File: src/rtl/bru_pkg.sv
// Shared types and constants for the branch resolve unit.
//   cond_e     : encoded 4-bit branch condition (12..15 are illegal, never taken)
//   FLAG_*     : bit positions of {O,S,C,Z} in the flag vector
//   sel_width  : width of a counter-select field for n counters (minimum 1)
package bru_pkg;

    typedef enum logic [3:0] {
        COND_ALWAYS = 4'd0,
        COND_Z      = 4'd1,
        COND_NZ     = 4'd2,
        COND_C      = 4'd3,
        COND_BE     = 4'd4,
        COND_A      = 4'd5,
        COND_NC     = 4'd6,
        COND_G      = 4'd7,
        COND_GE     = 4'd8,
        COND_L      = 4'd9,
        COND_LE     = 4'd10,
        COND_LOOP   = 4'd11
    } cond_e;

    localparam int unsigned FLAG_Z = 0;
    localparam int unsigned FLAG_C = 1;
    localparam int unsigned FLAG_S = 2;
    localparam int unsigned FLAG_O = 3;

    localparam int unsigned FLAGS_W = 4;
    localparam int unsigned COND_W  = 4;

    function automatic int unsigned sel_width(input int unsigned n);
        return (n > 1) ? $clog2(n) : 1;
    endfunction

endpackage

File: src/rtl/branch_resolve_unit_if.sv
// Branch request / redirect bus between decode, the branch resolve unit and fetch.
//   master : decode side, drives the request and observes ready / results
//   slave  : branch resolve unit, accepts requests and drives redirect / resolve pulses
interface branch_resolve_unit_if #(
    parameter int unsigned ADDR_W = 16,
    parameter int unsigned OFF_W  = 8,
    parameter int unsigned SEL_W  = 1
);
    logic              br_valid;
    logic              br_ready;
    logic [3:0]        br_cond;
    logic              br_abs_mode;
    logic [ADDR_W-1:0] br_pc;
    logic [OFF_W-1:0]  br_off;
    logic [ADDR_W-1:0] br_abs;
    logic [SEL_W-1:0]  br_loop_sel;
    logic              redirect_valid;
    logic [ADDR_W-1:0] redirect_pc;
    logic              resolved;
    logic              illegal_cond;

    modport master (
        output br_valid, br_cond, br_abs_mode, br_pc, br_off, br_abs, br_loop_sel,
        input  br_ready, redirect_valid, redirect_pc, resolved, illegal_cond
    );

    modport slave (
        input  br_valid, br_cond, br_abs_mode, br_pc, br_off, br_abs, br_loop_sel,
        output br_ready, redirect_valid, redirect_pc, resolved, illegal_cond
    );
endinterface

File: src/rtl/cond_eval.sv
// Combinational condition decoder: condition code x flags -> taken.
//   cond       : 4-bit condition code (12..15 decode to not taken)
//   flags      : {O,S,C,Z}
//   loop_taken : precomputed LOOP outcome from the selected counter
//   taken_c    : condition holds
module cond_eval
    import bru_pkg::*;
(
    input  logic [COND_W-1:0]  cond,
    input  logic [FLAGS_W-1:0] flags,
    input  logic               loop_taken,
    output logic               taken_c
);
    logic z, c, s, o;

    assign z = flags[FLAG_Z];
    assign c = flags[FLAG_C];
    assign s = flags[FLAG_S];
    assign o = flags[FLAG_O];

    always_comb begin
        taken_c = 1'b0;
        case (cond)
            COND_ALWAYS: taken_c = 1'b1;
            COND_Z:      taken_c = z;
            COND_NZ:     taken_c = ~z;
            COND_C:      taken_c = c;
            COND_BE:     taken_c = c | z;
            COND_A:      taken_c = ~c & ~z;
            COND_NC:     taken_c = ~c;
            COND_G:      taken_c = ~z & (s == o);
            COND_GE:     taken_c = (s == o);
            COND_L:      taken_c = (s != o);
            COND_LE:     taken_c = z | (s != o);
            COND_LOOP:   taken_c = loop_taken;
            default:     taken_c = 1'b0;
        endcase
    end
endmodule

File: src/rtl/branch_resolve_unit.sv
// Branch resolve unit: flag register, loop counters, target adder and registered
// PC redirect to fetch. One-cycle latency from accept to redirect/resolved pulses.
//   clk, rst_n         : clock, synchronous active-low reset
//   flag_we, flags_in  : ALU flag write {O,S,C,Z}
//   loop_we/sel/wdata  : loop counter load
//   flush              : kills a request presented this cycle
//   flags_out          : current flag register
//   br (slave)         : branch request in, redirect / resolve / illegal pulses out
module branch_resolve_unit
    import bru_pkg::*;
#(
    parameter  int unsigned ADDR_W = 16,
    parameter  int unsigned OFF_W  = 8,
    parameter  int unsigned CNT_W  = 16,
    parameter  int unsigned N_LOOP = 2,
    localparam int unsigned SEL_W  = sel_width(N_LOOP)
) (
    input  logic                clk,
    input  logic                rst_n,
    input  logic                flag_we,
    input  logic [FLAGS_W-1:0]  flags_in,
    input  logic                loop_we,
    input  logic [SEL_W-1:0]    loop_sel,
    input  logic [CNT_W-1:0]    loop_wdata,
    input  logic                flush,
    output logic [FLAGS_W-1:0]  flags_out,
    branch_resolve_unit_if.slave br
);
    logic [FLAGS_W-1:0] flag_q;
    logic [CNT_W-1:0]   cnt_q [N_LOOP];
    logic               ready_q;
    logic               redirect_valid_q;
    logic [ADDR_W-1:0]  redirect_pc_q;
    logic               resolved_q;
    logic               illegal_q;

    logic [FLAGS_W-1:0] flags_eff_c;
    logic               accept_c;
    logic               is_loop_c;
    logic [CNT_W-1:0]   cur_cnt_c;
    logic               loop_taken_c;
    logic               taken_c;
    logic               redirect_c;
    logic [ADDR_W-1:0]  target_c;

    // Forward a same-cycle flag write into the condition evaluation.
    assign flags_eff_c = flag_we ? flags_in : flag_q;
    assign accept_c    = br.br_valid & ready_q & ~flush;
    assign is_loop_c   = (br.br_cond == COND_LOOP);

    // Counter selected by the LOOP request; out-of-range selects read as zero.
    always_comb begin
        cur_cnt_c = '0;
        for (int unsigned i = 0; i < N_LOOP; i++) begin
            if (br.br_loop_sel == SEL_W'(i)) cur_cnt_c = cnt_q[i];
        end
    end

    // Taken when the post-decrement value is nonzero, i.e. current value > 1.
    assign loop_taken_c = (cur_cnt_c > CNT_W'(1));

    cond_eval u_cond_eval (
        .cond       (br.br_cond),
        .flags      (flags_eff_c),
        .loop_taken (loop_taken_c),
        .taken_c    (taken_c)
    );

    assign redirect_c = accept_c & taken_c;

    // Signed offset is sign-extended by the width cast; the sum wraps modulo 2^ADDR_W.
    assign target_c = br.br_abs_mode ? br.br_abs
                                     : br.br_pc + ADDR_W'($signed(br.br_off));

    // Flag register and output pulses.
    always_ff @(posedge clk) begin
        if (!rst_n) begin
            flag_q           <= '0;
            ready_q          <= 1'b1;
            redirect_valid_q <= 1'b0;
            redirect_pc_q    <= '0;
            resolved_q       <= 1'b0;
            illegal_q        <= 1'b0;
        end else begin
            if (flag_we) flag_q <= flags_in;
            redirect_valid_q <= redirect_c;
            resolved_q       <= accept_c;
            illegal_q        <= accept_c & (br.br_cond >= COND_W'(12));
            if (redirect_c) redirect_pc_q <= target_c;
            // One-cycle bubble while fetch refills after a redirect.
            ready_q          <= ~redirect_c;
        end
    end

    // Loop counters: an explicit load beats a same-cycle LOOP decrement.
    always_ff @(posedge clk) begin
        if (!rst_n) begin
            for (int unsigned i = 0; i < N_LOOP; i++) cnt_q[i] <= '0;
        end else begin
            for (int unsigned i = 0; i < N_LOOP; i++) begin
                if (loop_we && (loop_sel == SEL_W'(i))) begin
                    cnt_q[i] <= loop_wdata;
                end else if (accept_c && is_loop_c && (br.br_loop_sel == SEL_W'(i))
                             && (cnt_q[i] != '0)) begin
                    cnt_q[i] <= cnt_q[i] - CNT_W'(1);
                end
            end
        end
    end

    assign flags_out         = flag_q;
    assign br.br_ready       = ready_q;
    assign br.redirect_valid = redirect_valid_q;
    assign br.redirect_pc    = redirect_pc_q;
    assign br.resolved       = resolved_q;
    assign br.illegal_cond   = illegal_q;
endmodule

File: src/flat_wrapper.sv
// flat-port wrapper written by rule: the top's interface ports become plain ports
module branch_resolve_unit_flat import bru_pkg::*;
#(
    parameter  int unsigned ADDR_W = 16,
    parameter  int unsigned OFF_W  = 8,
    parameter  int unsigned CNT_W  = 16,
    parameter  int unsigned N_LOOP = 2,
    localparam int unsigned SEL_W  = sel_width(N_LOOP)
)
  (clk, rst_n, flag_we, flags_in, loop_we, loop_sel, loop_wdata, flush, flags_out, br_br_valid, br_br_cond, br_br_abs_mode, br_br_pc, br_br_off, br_br_abs, br_br_loop_sel, br_br_ready, br_redirect_valid, br_redirect_pc, br_resolved, br_illegal_cond);
  branch_resolve_unit_if #(.ADDR_W(ADDR_W), .OFF_W(OFF_W), .SEL_W(1)) br_i ();
  input  logic clk;
  input  logic rst_n;
  input  logic flag_we;
  input  logic [FLAGS_W-1:0] flags_in;
  input  logic loop_we;
  input  logic [SEL_W-1:0] loop_sel;
  input  logic [CNT_W-1:0] loop_wdata;
  input  logic flush;
  output logic [FLAGS_W-1:0] flags_out;
  input wire logic [$bits(br_i.br_valid)-1:0] br_br_valid;
  input wire logic [$bits(br_i.br_cond)-1:0] br_br_cond;
  input wire logic [$bits(br_i.br_abs_mode)-1:0] br_br_abs_mode;
  input wire logic [$bits(br_i.br_pc)-1:0] br_br_pc;
  input wire logic [$bits(br_i.br_off)-1:0] br_br_off;
  input wire logic [$bits(br_i.br_abs)-1:0] br_br_abs;
  input wire logic [$bits(br_i.br_loop_sel)-1:0] br_br_loop_sel;
  output wire logic [$bits(br_i.br_ready)-1:0] br_br_ready;
  output wire logic [$bits(br_i.redirect_valid)-1:0] br_redirect_valid;
  output wire logic [$bits(br_i.redirect_pc)-1:0] br_redirect_pc;
  output wire logic [$bits(br_i.resolved)-1:0] br_resolved;
  output wire logic [$bits(br_i.illegal_cond)-1:0] br_illegal_cond;
  assign br_i.br_valid = br_br_valid;
  assign br_i.br_cond = br_br_cond;
  assign br_i.br_abs_mode = br_br_abs_mode;
  assign br_i.br_pc = br_br_pc;
  assign br_i.br_off = br_br_off;
  assign br_i.br_abs = br_br_abs;
  assign br_i.br_loop_sel = br_br_loop_sel;
  assign br_br_ready = br_i.br_ready;
  assign br_redirect_valid = br_i.redirect_valid;
  assign br_redirect_pc = br_i.redirect_pc;
  assign br_resolved = br_i.resolved;
  assign br_illegal_cond = br_i.illegal_cond;
  branch_resolve_unit #(.ADDR_W(ADDR_W), .OFF_W(OFF_W), .CNT_W(CNT_W), .N_LOOP(N_LOOP)) u_core (.clk(clk), .rst_n(rst_n), .flag_we(flag_we), .flags_in(flags_in), .loop_we(loop_we), .loop_sel(loop_sel), .loop_wdata(loop_wdata), .flush(flush), .flags_out(flags_out), .br(br_i));
endmodule
File: config.mk
export PLATFORM = sky130hd
export DESIGN_NAME = branch_resolve_unit_flat
export DESIGN_NICKNAME = d
export VERILOG_FILES = /design/src/rtl/bru_pkg.sv /design/src/rtl/branch_resolve_unit_if.sv /design/src/rtl/cond_eval.sv /design/src/rtl/branch_resolve_unit.sv /design/src/flat_wrapper.sv
export SDC_FILE = /design/constraint.sdc
export NUM_CORES = 1
export LEC_CHECK = 0
export CORE_AREA = 2 2 114 116
export CTS_BUF_LIST = sky130_fd_sc_hd__clkbuf_4 sky130_fd_sc_hd__clkbuf_8 sky130_fd_sc_hd__clkbuf_16
export DETAILED_ROUTE_END_ITERATION = 7
export DIE_AREA = 0 0 116 118
export SLEW_MARGIN = 20
export SYNTH_ARGS = -nofsm -noshare
export SYNTH_HDL_FRONTEND = slang
export SYNTH_SLANG_ARGS = --single-unit
File: constraint.sdc
create_clock -name clk -period 4.3 [get_ports clk]
set_clock_uncertainty 0.15 [all_clocks]
set_input_delay 0.86 -clock clk [delete_from_list [all_inputs] [get_ports clk]]
set_output_delay 0.86 -clock clk [all_outputs]
set_load 0.01 [all_outputs]
==> results.json, run 1 <==
{
  "grt_pass1_wl_um": 15900,
  "cts_setup_buffers": 0,
  "dr.first_iter.drc_count": 195,
  "worst-path-buf-inv": 2,
  "multi_input_area_um2": 2100,
  "ys.flop_type": "edfxtp_1",
  "clk_pin_slew_worst_paths_ps": 70,
  "instances_no_fill": 666,
  "final_area_um2": 5000,
  "synth-seq-cells": 56,
  "start_util_pct": 29.6,
  "worst-setup-path-type": "in -> reg",
  "numCtsBuffers": 5,
  "gr-total-overflow": 0,
  "power_leakage_nw": 1.81,
  "critPathCaptureType": "register",
  "power.net_switching_uw": 402,
  "cp-start-kind": "input pin",
  "power_mw": 1.44,
  "grt_max_degree": 34,
  "period_share_pct": 85.4,
  "antenna_found_initial": 0,
  "post_cts_resized": 0,
  "cts_buffer_depth": 2,
  "final-hold-violation-count": 0,
  "nFillCells": 1244,
  "hpwl_um": 7830,
  "syn_nets": 489,
  "tritoncts": "done",
  "drc_errors": 0,
  "path_cells": "clkdlybuf4s50_1, mux2i_1, nand4_1, nand4b_1, o311ai_1, o21ai_1, inv_2, a32oi_1, o31ai_1",
  "p_clk_share_pct": 31.7,
  "die_width_um": 116,
  "yosys_warnings": 0,
  "p_int_mw": 1.04,
  "syn_inst": 397,
  "peakVddDrop_uv": 134,
  "worstMarginPinSlew_ps": 797,
  "place_area_um2": 4840,
  "timing.fmax_ghz": 0.272,
  "area_growth_pct": 36.2,
  "final-seq-area_um2": 1440,
  "top_level_ports": 97,
  "layout_min_cycle_time_ps": 3670,
  "antenna_cells": 0,
  "synth_cell_types": 61,
  "clkLatencyLatePin_ps": 300,
  "cts_sinks": 56,
  "worst_path_max_delay_cell": "clkdlybuf4s50_1",
  "synth_area_um2": 3670,
  "fp-row-count": 41,
  "rsz0062_at_grt": "false",
  "max_cap_viol_count": 0,
  "gp_congestion": 0.866,
  "die_h_um": 118,
  "root_buffer": "clkbuf_16",
  "hold_path.class": "reg -> reg",
  "cp.depth": 9,
  "synth_edf_count": 32,
  "power_frac_comb_pct": 24.4,
  "max_slew_margin_pct": 46.7,
  "first_pass_iters": 4,
  "synth_area_per_cell_um2": 9.25,
  "vias": 3344,
  "dp_cells": 658,
  "coreArea_um2": 12400,
  "via_per_inst": 5.02,
  "yosysSeqAreaShare_pct": 39.2,
  "power_density_nw_per_um2": 288,
  "async_flop_share_pct": 0,
  "critPathArrivalTime_ps": 3690,
  "nets": 585,
  "wl_per_cell_um": 14.9,
  "worstHoldPathCells": 2,
  "status": "finished, final reports clean",
  "ctsHoldBuffers": 0,
  "wirelength_um": 9910,
  "reg2reg_depth": 8,
  "grt_usage_pct": 14.2,
  "cp_max_fo": 11,
  "path_delay_family": "compound AO/OA/AOI/OAI gates",
  "finalSetupViolCount": 0,
  "crit_path_max_incr_delay_ps": 680,
  "fin_tns_setup_ps": 0,
  "p_sw_share_pct": 27.9,
  "required_ps": 4310,
  "htree_levels": 2,
  "ant_nets": 0,
  "dieArea_um2": 13700,
  "pwr-share-seq_pct": 43.9,
  "portBuffers": 96,
  "grt_pass1_vias": 3322,
  "slew_violations": 0,
  "layout-drive-gt1-share_pct": 4.86
}
## power groups by stage
stage                     Combinational, mW  Sequential (mW)  Clock, mW
after detailed placement              0.349            0.644          0
final                                 0.350            0.632      0.456
after global placement                0.343            0.643          0
after CTS                             0.351            0.632      0.466
after floorplan                       0.196            0.643          0
after global routing                  0.384            0.637      0.485
## worst reg2reg max path, stage by stage, from the launching register on
cell and delay (ps):
edfxtp_1 430, or4_4 580, or4_4 460, o41ai_2 410
o311ai_1 240, o21ai_1 670, inv_2 220, a32oi_1 260
o31ai_1 90
## placed cells by master (no fill, tap or decap), drive strengths merged, types with 3 or more instances in the layout
cell,instances
a211oi,3
a21boi,3
a21o,4
a21oi,15
a22o,4
a32oi,3
and3,3
buf,6
clkbuf,6
clkdlybuf4s50,96
dfxtp,24
edfxtp,32
ha,18
inv,19
mux2i,7
nand2,33
nand2b,5
nand3,20
nand4,6
nand4b,3
nor2,26
nor2b,5
nor3,16
nor4,11
o21ai,34
o2bb2ai,15
o31ai,6
or4,5
xnor2,23
xor2,13
## per-stage QoR
stage                     setup WS [ps]  utilization [%]  hold slack [ps]
after detailed placement            286             39.0              293
after CTS                           602             40.3              303
after global placement              440             39.0              287
after global routing                384             40.3              320
after floorplan                    1190                -              320
final                               627             40.3              299
## synth_stat cells, types with 7 or more instances
cell        n  share of area (%)
xor2_1     13                3.1
xnor2_1    23                5.5
o21ai_1     8                1.1
mux2i_1     7                1.9
ha_1       18                6.1
a21oi_1    15                2.0
edfxtp_1   32                 26
o2bb2ai_1  15                3.6
dfxtp_1    24                 13
inv_1      18                1.8
nor4_1     11                1.9
nand3_1    20                2.7
clkbuf_1   10                1.0
nor2_1     26                2.7
nor3_1     16                2.2
nand2_1    33                3.4
o21ai_0    26                3.5
## kinds of logic (layout without fill, tap and decap cells)
logic type                 Yosys count  in the layout  share of synthesized area [%]
muxes                                7              7                           1.91
AOI/OAI and AO/OA                  109            109                           21.0
adders and majority gates           19             19                           6.68
DFF                                 56             56                           39.2
buffers and inverters               32            129                           3.54
xor gates and xnor gates            36             36                           8.58
and+or+nand+nor                    138            138                           19.1
## final timing paths
path	from	to	slack (ps)
hold / removal	u_core.br.redirect_pc[6]	u_core.br.redirect_pc[6]	300
hold reg to reg	u_core.br.redirect_pc[6]	u_core.br.redirect_pc[6]	300
setup reg to reg	u_core.cnt_q[1][10]	u_core.br.redirect_pc[12]	660
setup / recovery	flag_we	u_core.br.redirect_pc[12]	630
## flip-flops by register name (all words and copies together), names as in the netlist
register,count
u_core.cnt_q,32
u_core.br.redirect_pc,16
u_core.flags_out,4
u_core.br.br_ready,1
u_core.br.illegal_cond,1
u_core.br.redirect_valid,1
u_core.br.resolved,1
## layer usage
layer | vias to the layer above | share of wire, % | GRT usage (%)
li1 | 1682 | - | -
met1 | 1562 | 46 | 18.8
met2 | 93 | 47 | 24.0
met3 | 7 | 6.3 | 2.73
met4 | 0 | 0.89 | 2.98
met5 | - | 0 | 0
## area by class of cell
class / instances / share of cell area (%)
inverter: 19 / 1.43
tap: 172 / 4.30
sequential: 56 / 28.8
multi-input combinational: 309 / 42.0
timing repair buffer: 102 / 20.1
clock inverter: 2 / 0.350
clock buffer: 6 / 3.00
No activity file was read; power rests on OpenSTA's default activity.
==> run 2: changes to the inputs <==
--- a/config.mk
+++ b/config.mk
@@ -7,6 +7,7 @@
 export LEC_CHECK = 0
 export CORE_AREA = 2 2 114 116
 export CTS_BUF_LIST = sky130_fd_sc_hd__clkbuf_4 sky130_fd_sc_hd__clkbuf_8 sky130_fd_sc_hd__clkbuf_16
+export CTS_CLUSTER_SIZE = 25
 export DETAILED_ROUTE_END_ITERATION = 7
 export DIE_AREA = 0 0 116 118
 export SLEW_MARGIN = 20
==> results of run 2 <==
Final layout, timing and power as in run 1 (identical DEF).
